## src/rtl/eei_wb_seq_if.sv

```systemverilog
// Bundles the EEI result handshake and register-file write port of the write-back sequencer.
// master: execution-unit/core side; slave: the sequencer.
interface eei_wb_seq_if #(
    parameter int unsigned RD_MAX = 4
) ();
    logic                   wb_req_i;
    logic                   wb_error_i;
    logic [1:0]             wb_rd_op_i;
    logic [4:0]             wb_rd_idx_i;
    logic [4:0]             wb_batch_start_i;
    logic [4:0]             wb_rd_len_i;
    logic [RD_MAX-1:0][31:0] wb_rd_val_i;
    logic                   busy_o;
    logic                   done_o;
    logic                   err_o;
    logic                   rf_we_o;
    logic [4:0]             rf_waddr_o;
    logic [31:0]            rf_wdata_o;

    modport master (
        output wb_req_i, wb_error_i, wb_rd_op_i, wb_rd_idx_i, wb_batch_start_i, wb_rd_len_i,
               wb_rd_val_i,
        input  busy_o, done_o, err_o, rf_we_o, rf_waddr_o, rf_wdata_o
    );

    modport slave (
        input  wb_req_i, wb_error_i, wb_rd_op_i, wb_rd_idx_i, wb_batch_start_i, wb_rd_len_i,
               wb_rd_val_i,
        output busy_o, done_o, err_o, rf_we_o, rf_waddr_o, rf_wdata_o
    );
endinterface

```

## src/rtl/eei_wb_seq.sv

```systemverilog
// EEI write-back sequencer: buffers single/batch rd results and drains them one per cycle.
// Define SOPHON_EEI_WB_FWD_EN to forward error-free single-rd results combinationally.
module eei_wb_seq #(
    parameter int unsigned RD_MAX = 4
) (
    input  logic        clk_i,
    input  logic        rst_ni,
    eei_wb_seq_if.slave bus
);
    localparam int unsigned IdxW   = (RD_MAX > 1) ? $clog2(RD_MAX) : 1;
    localparam logic [5:0]  RdMax6 = 6'(RD_MAX);

    typedef enum logic [0:0] {StIdle, StDrain} state_e;

    state_e                  state_q, state_d;
    logic [RD_MAX-1:0][31:0] buf_q, buf_d;
    logic [4:0]              base_q, base_d, n_q, n_d, slot_q, slot_d;
    logic                    ovf_q, ovf_d;
    logic                    busy_q, busy_d, done_q, done_d, err_q, err_d, we_q, we_d;
    logic [4:0]              waddr_q, waddr_d;
    logic [31:0]             wdata_q, wdata_d;

    logic       last_slot, can_accept, accept, dropped, len_ovf, req_bad, req_writes;
    logic [4:0] req_n, slot_addr;
    logic       fwd, fwd_we;
    logic [4:0] fwd_waddr;
    logic [31:0] fwd_wdata;

    // The final drain cycle also accepts a new request, giving back-to-back throughput.
    assign last_slot  = (state_q == StDrain) && (slot_q == n_q - 5'd1);
    assign can_accept = (state_q == StIdle) || last_slot;
    assign accept     = bus.wb_req_i && can_accept;
    assign dropped    = bus.wb_req_i && !can_accept;
    assign len_ovf    = {1'b0, bus.wb_rd_len_i} > RdMax6;
    assign req_bad    = bus.wb_error_i || (bus.wb_rd_op_i == 2'd3);

    always_comb begin
        req_n = 5'd0;
        if (!bus.wb_error_i) begin
            unique case (bus.wb_rd_op_i)
                2'd1:    req_n = 5'd1;
                2'd2:    req_n = len_ovf ? RdMax6[4:0] : bus.wb_rd_len_i;
                default: req_n = 5'd0;
            endcase
        end
    end

`ifdef SOPHON_EEI_WB_FWD_EN
    // Forwarding only from a true idle state so it never collides with a drain write.
    assign fwd       = accept && (state_q == StIdle) && (bus.wb_rd_op_i == 2'd1) &&
                       !bus.wb_error_i;
    assign fwd_we    = fwd && (bus.wb_rd_idx_i != 5'd0);
    assign fwd_waddr = fwd_we ? bus.wb_rd_idx_i : 5'd0;
    assign fwd_wdata = fwd_we ? bus.wb_rd_val_i[0] : 32'd0;
`else
    assign fwd       = 1'b0;
    assign fwd_we    = 1'b0;
    assign fwd_waddr = 5'd0;
    assign fwd_wdata = 32'd0;
`endif

    assign req_writes = accept && (req_n != 5'd0) && !fwd;

    always_ff @(posedge clk_i or negedge rst_ni) begin
        if (!rst_ni) begin
            state_q <= StIdle;
            buf_q   <= '0;
            base_q  <= 5'd0;
            n_q     <= 5'd0;
            slot_q  <= 5'd0;
            ovf_q   <= 1'b0;
            busy_q  <= 1'b0;
            done_q  <= 1'b0;
            err_q   <= 1'b0;
            we_q    <= 1'b0;
            waddr_q <= 5'd0;
            wdata_q <= 32'd0;
        end else begin
            state_q <= state_d;
            buf_q   <= buf_d;
            base_q  <= base_d;
            n_q     <= n_d;
            slot_q  <= slot_d;
            ovf_q   <= ovf_d;
            busy_q  <= busy_d;
            done_q  <= done_d;
            err_q   <= err_d;
            we_q    <= we_d;
            waddr_q <= waddr_d;
            wdata_q <= wdata_d;
        end
    end

    always_comb begin
        state_d = state_q;
        buf_d   = buf_q;
        base_d  = base_q;
        n_d     = n_q;
        slot_d  = slot_q;
        ovf_d   = ovf_q;
        if (req_writes) begin
            state_d = StDrain;
            buf_d   = bus.wb_rd_val_i;
            base_d  = (bus.wb_rd_op_i == 2'd1) ? bus.wb_rd_idx_i : bus.wb_batch_start_i;
            n_d     = req_n;
            slot_d  = 5'd0;
            ovf_d   = (bus.wb_rd_op_i == 2'd2) && len_ovf;
        end else if (last_slot) begin
            state_d = StIdle;
        end else if (state_q == StDrain) begin
            slot_d = slot_q + 5'd1;
        end
    end

    // Next values of the registered outputs, derived from the slot issued next cycle.
    always_comb begin
        busy_d    = 1'b0;
        done_d    = 1'b0;
        err_d     = 1'b0;
        we_d      = 1'b0;
        waddr_d   = 5'd0;
        wdata_d   = 32'd0;
        slot_addr = base_d + slot_d;
        if (state_d == StDrain) begin
            busy_d = 1'b1;
            we_d   = (slot_addr != 5'd0);
            if (we_d) begin
                waddr_d = slot_addr;
                wdata_d = buf_d[slot_d[IdxW-1:0]];
            end
            done_d = (slot_d == n_d - 5'd1);
            err_d  = done_d && ovf_d;
        end else if (accept && !fwd) begin
            done_d = 1'b1;
            err_d  = req_bad;
        end
        err_d = err_d || dropped;
    end

    assign bus.busy_o     = busy_q;
    assign bus.done_o     = done_q || fwd;
    assign bus.err_o      = err_q;
    assign bus.rf_we_o    = we_q || fwd_we;
    assign bus.rf_waddr_o = waddr_q | fwd_waddr;
    assign bus.rf_wdata_o = wdata_q | fwd_wdata;
endmodule
```

## src/flat_wrapper.sv

```systemverilog
// flat-port wrapper written by rule: the top's interface ports become plain ports
module eei_wb_seq_flat 
#(
    parameter int unsigned RD_MAX = 4
)
  (clk_i, rst_ni, bus_wb_req_i, bus_wb_error_i, bus_wb_rd_op_i, bus_wb_rd_idx_i, bus_wb_batch_start_i, bus_wb_rd_len_i, bus_wb_rd_val_i, bus_busy_o, bus_done_o, bus_err_o, bus_rf_we_o, bus_rf_waddr_o, bus_rf_wdata_o);
  eei_wb_seq_if #(.RD_MAX(RD_MAX)) bus_i ();
  input  logic clk_i;
  input  logic rst_ni;
  input wire logic [$bits(bus_i.wb_req_i)-1:0] bus_wb_req_i;
  input wire logic [$bits(bus_i.wb_error_i)-1:0] bus_wb_error_i;
  input wire logic [$bits(bus_i.wb_rd_op_i)-1:0] bus_wb_rd_op_i;
  input wire logic [$bits(bus_i.wb_rd_idx_i)-1:0] bus_wb_rd_idx_i;
  input wire logic [$bits(bus_i.wb_batch_start_i)-1:0] bus_wb_batch_start_i;
  input wire logic [$bits(bus_i.wb_rd_len_i)-1:0] bus_wb_rd_len_i;
  input wire logic [$bits(bus_i.wb_rd_val_i)-1:0] bus_wb_rd_val_i;
  output wire logic [$bits(bus_i.busy_o)-1:0] bus_busy_o;
  output wire logic [$bits(bus_i.done_o)-1:0] bus_done_o;
  output wire logic [$bits(bus_i.err_o)-1:0] bus_err_o;
  output wire logic [$bits(bus_i.rf_we_o)-1:0] bus_rf_we_o;
  output wire logic [$bits(bus_i.rf_waddr_o)-1:0] bus_rf_waddr_o;
  output wire logic [$bits(bus_i.rf_wdata_o)-1:0] bus_rf_wdata_o;
  assign bus_i.wb_req_i = bus_wb_req_i;
  assign bus_i.wb_error_i = bus_wb_error_i;
  assign bus_i.wb_rd_op_i = bus_wb_rd_op_i;
  assign bus_i.wb_rd_idx_i = bus_wb_rd_idx_i;
  assign bus_i.wb_batch_start_i = bus_wb_batch_start_i;
  assign bus_i.wb_rd_len_i = bus_wb_rd_len_i;
  assign bus_i.wb_rd_val_i = bus_wb_rd_val_i;
  assign bus_busy_o = bus_i.busy_o;
  assign bus_done_o = bus_i.done_o;
  assign bus_err_o = bus_i.err_o;
  assign bus_rf_we_o = bus_i.rf_we_o;
  assign bus_rf_waddr_o = bus_i.rf_waddr_o;
  assign bus_rf_wdata_o = bus_i.rf_wdata_o;
  eei_wb_seq #(.RD_MAX(RD_MAX)) u_core (.clk_i(clk_i), .rst_ni(rst_ni), .bus(bus_i));
endmodule
```

## config.mk

```make
export PLATFORM = sky130hd
export DESIGN_NAME = eei_wb_seq_flat
export DESIGN_NICKNAME = d
export VERILOG_FILES = /design/src/rtl/eei_wb_seq_if.sv /design/src/rtl/eei_wb_seq.sv /design/src/flat_wrapper.sv
export SDC_FILE = /design/constraint.sdc
export NUM_CORES = 1
export LEC_CHECK = 0
export CAP_MARGIN = 10
export CELL_PAD_IN_SITES_DETAIL_PLACEMENT = 0
export CELL_PAD_IN_SITES_GLOBAL_PLACEMENT = 2
export CORE_ASPECT_RATIO = 1.5
export CORE_MARGIN = 8
export CORE_UTILIZATION = 31
export CTS_CLUSTER_SIZE = 12
export DETAILED_ROUTE_END_ITERATION = 12
export PLACE_DENSITY_LB_ADDON = 0.1
export SYNTH_ARGS = -nofsm -noshare
export SYNTH_HDL_FRONTEND = slang
export SYNTH_SLANG_ARGS = --single-unit
```

## constraint.sdc

```tcl
create_clock -name clk_i -period 5.52 [get_ports clk_i]
set_clock_uncertainty 0.2 [all_clocks]
set_input_delay 1.104 -clock clk_i [delete_from_list [all_inputs] [get_ports clk_i]]
set_output_delay 1.104 -clock clk_i [all_outputs]
set_load 0.05 [all_outputs]
```

# Yosys cells after proc, flatten, opt, wreduce, memory -nomap -nowiden
# Index checks and enable logic that the tools add are counted.
# classes
addsub	4
n_lt_le_gt_ge	2
n_eq_ne	5
muxes	25
bitwise_logic	1
n_reduce_logical	12
# op_table
cell	n
2-to-1 mux 128 bit	1
2-to-1 mux 32 bit	3
binary-select mux 32 bit (select 2 bit)	1
2-to-1 mux 5 bit	10
equality test 5 bit	2
case mux 5 bit (2 select lines)	1
nonzero test 5 bit	2
subtractor 5 x 1 -> 5 bit, second input constant	2
2-to-1 mux 1 bit	9
logical AND 1 bit	6
adder 5 x 1 -> 5 bit, second input constant	1
adder 5 bit	1
> comparator 5 x 3 -> 1 bit, second input constant	1
equality test 2 bit, second input constant	2
logical OR 1 bit	3
less-than comparator 2 x 3 -> 1 bit, second input constant	1
equality test 2 x 1 -> 1 bit, second input constant	1
logical NOT 1 bit	1
inverter 1 bit	1
# word_totals
reg_bits	186
out_inout_bits	41
wordCells	64

# Logic depth before layout (Yosys ltp)
# logic_depth
ltp_word	12
mapped_depth	23
mapped_depth_nobuf	18

# Worst setup path after synthesis
# OpenSTA, ideal clock, no wires.
# synth_path
path_type	in2reg
start	input port bus_wb_rd_op_i[0]
end	register u_core.wdata_q[21] (netlist: u_core.bus.rf_wdata_o[21])
t_arrival_ps	4615
required_time_ps	5255
path_slack_ps	640
cell_stages	22
path_cell_list	inv_1 -> ha_1 -> nor2_1 -> o21ai_0 -> a21oi_1 -> nand3_2 -> buf_2 -> buf_4 -> buf_2 -> buf_1 -> nand2_1 -> o21ai_0 -> ha_1 -> inv_1 -> fa_1 -> inv_1 -> a21o_1 -> a21oi_1 -> xor3_1 -> a21o_2 -> buf_6 -> o21ba_1
# synth_via
elab_chain_len	10
elab_cells_between_ends	17
# synth_lines
element	line	text
from (decl)	flat_wrapper.sv:12	input wire logic [$bits(bus_i.wb_rd_op_i)-1:0] bus_wb_rd_op_i;
equality test 2 bit / equality test 2 x 1 -> 1 bit (equally long branches)	eei_wb_seq.sv:40, eei_wb_seq.sv:104	
case mux 5 bit (2 select lines)	eei_wb_seq.sv:40	unique case (bus.wb_rd_op_i)
2-to-1 mux 5 bit	eei_wb_seq.sv:39	if (!bus.wb_error_i) begin
nonzero test 5 bit	eei_wb_seq.sv:62	assign req_writes = accept && (req_n != 5'd0) && !fwd;
logical AND 1 bit	eei_wb_seq.sv:62	
2-to-1 mux 5 bit (*)	eei_wb_seq.sv:101	if (req_writes) begin
named net u_core.base_d[0]	eei_wb_seq.sv:17	logic [4:0] base_q, base_d, n_q, n_d, slot_q, slot_d;
adder 5 bit (*)	eei_wb_seq.sv:123	slot_addr = base_d + slot_d;
nonzero test 5 bit (*)	eei_wb_seq.sv:126	we_d = (slot_addr != 5'd0);
2-to-1 mux 32 bit (*)	eei_wb_seq.sv:127	if (we_d) begin
2-to-1 mux 32 bit (*)	eei_wb_seq.sv:124	if (state_d == StDrain) begin
named net u_core.wdata_d[21]	eei_wb_seq.sv:21	logic [31:0] wdata_q, wdata_d;
to (signal assigned)	eei_wb_seq.sv:90	wdata_q <= wdata_d;
to (decl)	eei_wb_seq.sv:21	
# Mark *: on every way through the listed nets, which the timed path passes. The rest lies on a longest branch. The select of a mux whose other input is x is not followed.

# Worst setup path in the final report
# layout_path
start	input port bus_wb_rd_op_i[0]
end	register u_core.wdata_q[19] (netlist: u_core.bus.rf_wdata_o[19])
# The elaborated chain is that of the path after synthesis.

==> impl_metrics.yaml <==
detailed_routing:
  dr.pass1.iters: 4
  wl_um: 26500
  avgViaCountPerCell: 4.76
  wire_per_inst_um: 19.4
  drt_iter0_drc: 300
  via_count: 6505
  drc: 0
  drtAntennaViolNets: 0
synthesis:
  syn-instance-count: 843
  synthTopCellsByArea: "dfrtp_1, nand2_1, mux2_2"
  ys_ff_latch: 185
  yosys_most_used_dff: "dfrtp_1"
  ys_types: 57
  postSynthNetCount: 1003
  synth_edf_count: 0
  synth_top_area_cell: "dfrtp_1"
  synth.top_cell.area_share_pct: 55.2
  synth_area_um2: 8380
  ys.warnings.count: 0
  async_flop_share_pct: 100
  ys_seq_area_share_pct: 55.2
  avgSynthCellArea_um2: 9.94
die:
  start_util_pct: 31.5
  rows: 73
  die_h_um: 217
  die_x_um: 150
  io_pins: 190
  dieArea_um2: 32700
  core_um2: 26600
final_layout:
  final_core_util_pct: 42.2
  diodes: 0
  syn2layout_area_growth_pct: 33.8
  drive_above_1_share_pct: 12.0
  final_cell_area_um2: 11200
  layout.nets: 1177
placed_design:
  place.detailed.hpwl_um: 18800
  routabilityCongestion: 0.763
  port_buffers: 189
  postPlaceCellArea_um2: 10600
worst_setup_path:
  arrival_ns: 4.97
  r2r_setup_slack_ns: 1.05
  cpPeakStageDelay_ns: 0.51
  critPathCaptureType: "register"
  rr_endpoint: "u_core.bus.rf_wdata_o[19]"
  critPathKind: "input pin to register"
  crit_fanout: 33
  required_ns: 5.64
  r2r_cells: 16
  crit_chain: "clkdlybuf4s50_1 > inv_1 > ha_1 > nor2_1 > o21ai_0 > a21oi_1 > nand3_4 > o21ai_0 > ha_1 > inv_1 > fa_1 > xor2_1 > nor4bb_1 > a21o_2 > buf_12 > o21ba_2"
  setup.worst_path.end: "u_core.bus.rf_wdata_o[19]"
  cp-start-kind: "input pin"
  regToRegStartpoint: "u_core.n_q[0]"
  worst_path_max_delay_cell: "clkdlybuf4s50_1"
  crit_start: "bus_wb_rd_op_i[0]"
sta:
  finalCritPeriodShare_pct: 87.9
  rsz0062_at_grt: "false"
  max_freq_mhz: 206
  setup_viol: 0
  tns_ns: 0
  worst_slew_pin_slew_ns: 1.02
  slew_violations: 0
  hold_violations: 0
  post-route-min-period_ns: 4.85
  relSlewSlack_pct: 31.3
flow_run:
  cap_viol_max_count: 0
global_routing:
  grt.total_usage_pct: 16.7
  first_global_vias: 7093
  grt_pass1_wl_um: 41200
  grt_max_degree: 97
  grt-ovfl-total: 0
  antenna_found_initial: 1
cts:
  cts_setup_buffers: 0
  clk_pin_slew_ns: 0.07
  cts_resized: 0
  numCtsBuffers: 17
  clk_latency_ns: 0.43
  hold_buffers: 0
  cts_sinks: 185
  htree_num_levels: 4
  root_buffer: "clkbuf_16"
  clock_path_buffers: 2
  cts_tree: "built"
power:
  power_density_nw_per_um2: 665
  p_leak_nw: 5.22
  peakVddDrop_v: 0.000368
status:
  outcome: "completed"
hold_path:
  hp-class: "register to register"
[per-layer routing]
| layer | routed length, um | vias up | global-route usage, % |
|---|---|---|---|
| li1 | - | 3176 | - |
| met1 | 10200 | 3166 | 18.1 |
| met2 | 14900 | 139 | 31.4 |
| met3 | 1010 | 22 | 3.43 |
| met4 | 428 | 2 | 5.25 |
| met5 | 13 | - | 0 |
[worst max-delay path: cells and delay by family]
| kind | cells | cell delay [ns] |
|---|---|---|
| AOI/OAI and AO/OA | 5 | 1.21 |
| adders and majority gates | 3 | 0.95 |
| buffers and inverters | 4 | 0.81 |
| and+or+nand+nor | 3 | 0.67 |
| xor gates and xnor gates | 1 | 0.18 |
[flip-flops by register name (all words and copies together) (netlist names)]
| register | count |
|---|---|
| u_core.bus.err_o | 1 |
| u_core.buf_q | 128 |
| u_core.bus.rf_wdata_o | 32 |
| u_core.bus.rf_waddr_o | 5 |
| u_core.n_q | 5 |
| u_core.bus.busy_o | 1 |
| u_core.base_q | 5 |
| u_core.bus.rf_we_o | 1 |
| u_core.ovf_q | 1 |
| u_core.bus.done_o | 1 |
| u_core.slot_q | 5 |
[cell type report]
| cell class | instances | area [um2] |
|---|---|---|
| Fill cell | 2687 | 15400 |
| Sequential cell | 185 | 4630 |
| Tap cell | 337 | 422 |
| Clock buffer | 21 | 470 |
| Timing Repair Buffer | 207 | 2060 |
| Clock inverter | 11 | 114 |
| Multi-Input combinational cell | 587 | 3450 |
| Inverter | 19 | 71.3 |
[placed cells by master (no fill, tap or decap), types with 3 or more instances in the layout]
| cell | instances |
|---|---|
| clkbuf_8 | 4 |
| ha_1 | 10 |
| a21o_1 | 3 |
| a21oi_1 | 43 |
| and2_1 | 4 |
| clkinv_4 | 3 |
| o211ai_1 | 11 |
| o22ai_1 | 10 |
| nand2_1 | 236 |
| o21a_1 | 3 |
| clkdlybuf4s50_1 | 188 |
| o221ai_1 | 13 |
| inv_1 | 18 |
| o21ba_2 | 3 |
| mux2i_1 | 6 |
| nor3_1 | 3 |
| or3_1 | 34 |
| mux2_2 | 60 |
| clkinvlp_4 | 5 |
| nor2_1 | 67 |
| nor2b_1 | 3 |
| xnor2_1 | 7 |
| dfrtp_1 | 185 |
| buf_4 | 16 |
| nand3_1 | 8 |
| o21ai_0 | 14 |
| xor2_1 | 4 |
| o21ba_1 | 6 |
| clkbuf_16 | 17 |
[Yosys cell counts (4+ instances only)]
cell type	number
nand2_1	236
o211ai_1	11
mux2i_1	6
mux2_2	60
and2_1	4
or3_1	34
o22ai_1	10
o221ai_1	13
o21ba_1	6
xor2_1	4
inv_1	18
dfrtp_1	185
buf_2	31
buf_1	4
clkbuf_1	12
xnor2_1	8
nand3_1	8
o21ai_0	14
nor2_1	68
a21oi_1	43
ha_1	10
[how the worst min path moves through the flow]
| stage | slack, ns | from | cells past startpoint | end |
|---|---|---|---|---|
| CTS | 0.27 | u_core.buf_q[100] | 2 | u_core.buf_q[100] |
| global route | 0.30 | u_core.buf_q[75] | 2 | u_core.buf_q[75] |
| finish | 0.27 | u_core.buf_q[100] | 2 | u_core.buf_q[100] |
| floorplan | 0.24 | u_core.buf_q[118] | 2 | u_core.buf_q[118] |
| detailed placement | 0.26 | u_core.buf_q[100] | 2 | u_core.buf_q[100] |
| global placement | 0.25 | u_core.buf_q[100] | 2 | u_core.buf_q[100] |
[report_power, final]
group	internal, mW	switching [mW]	leakage [nW]
logic	1.55	2.46	2.55
clock network	0.665	0.547	0.270
registers	1.98	0.259	2.40
[stage by stage]
step	worst slack, ns	total power, mW	cells	hold WS, ns
after floorplan	0.640	4.96	843	0.237
after global placement	0.274	6.36	1335	0.252
after detailed placement	0.189	6.40	1335	0.256
after CTS	0.677	7.65	1367	0.274
after global routing	0.354	8.07	1367	0.296
final	0.666	7.46	1367	0.270
[logic make-up after synthesis]
| logic type | count (synthesis) | share of synthesized area, % |
|---|---|---|
| simple gates | 371 | 18.6 |
| flops | 185 | 55.2 |
| compound gates | 125 | 9.93 |
| buf+inv | 71 | 3.96 |
| mux | 66 | 8.78 |
| xor+xnor | 14 | 1.73 |
| fa+ha+maj | 11 | 1.73 |
Power figures use the tool's default switching activity.
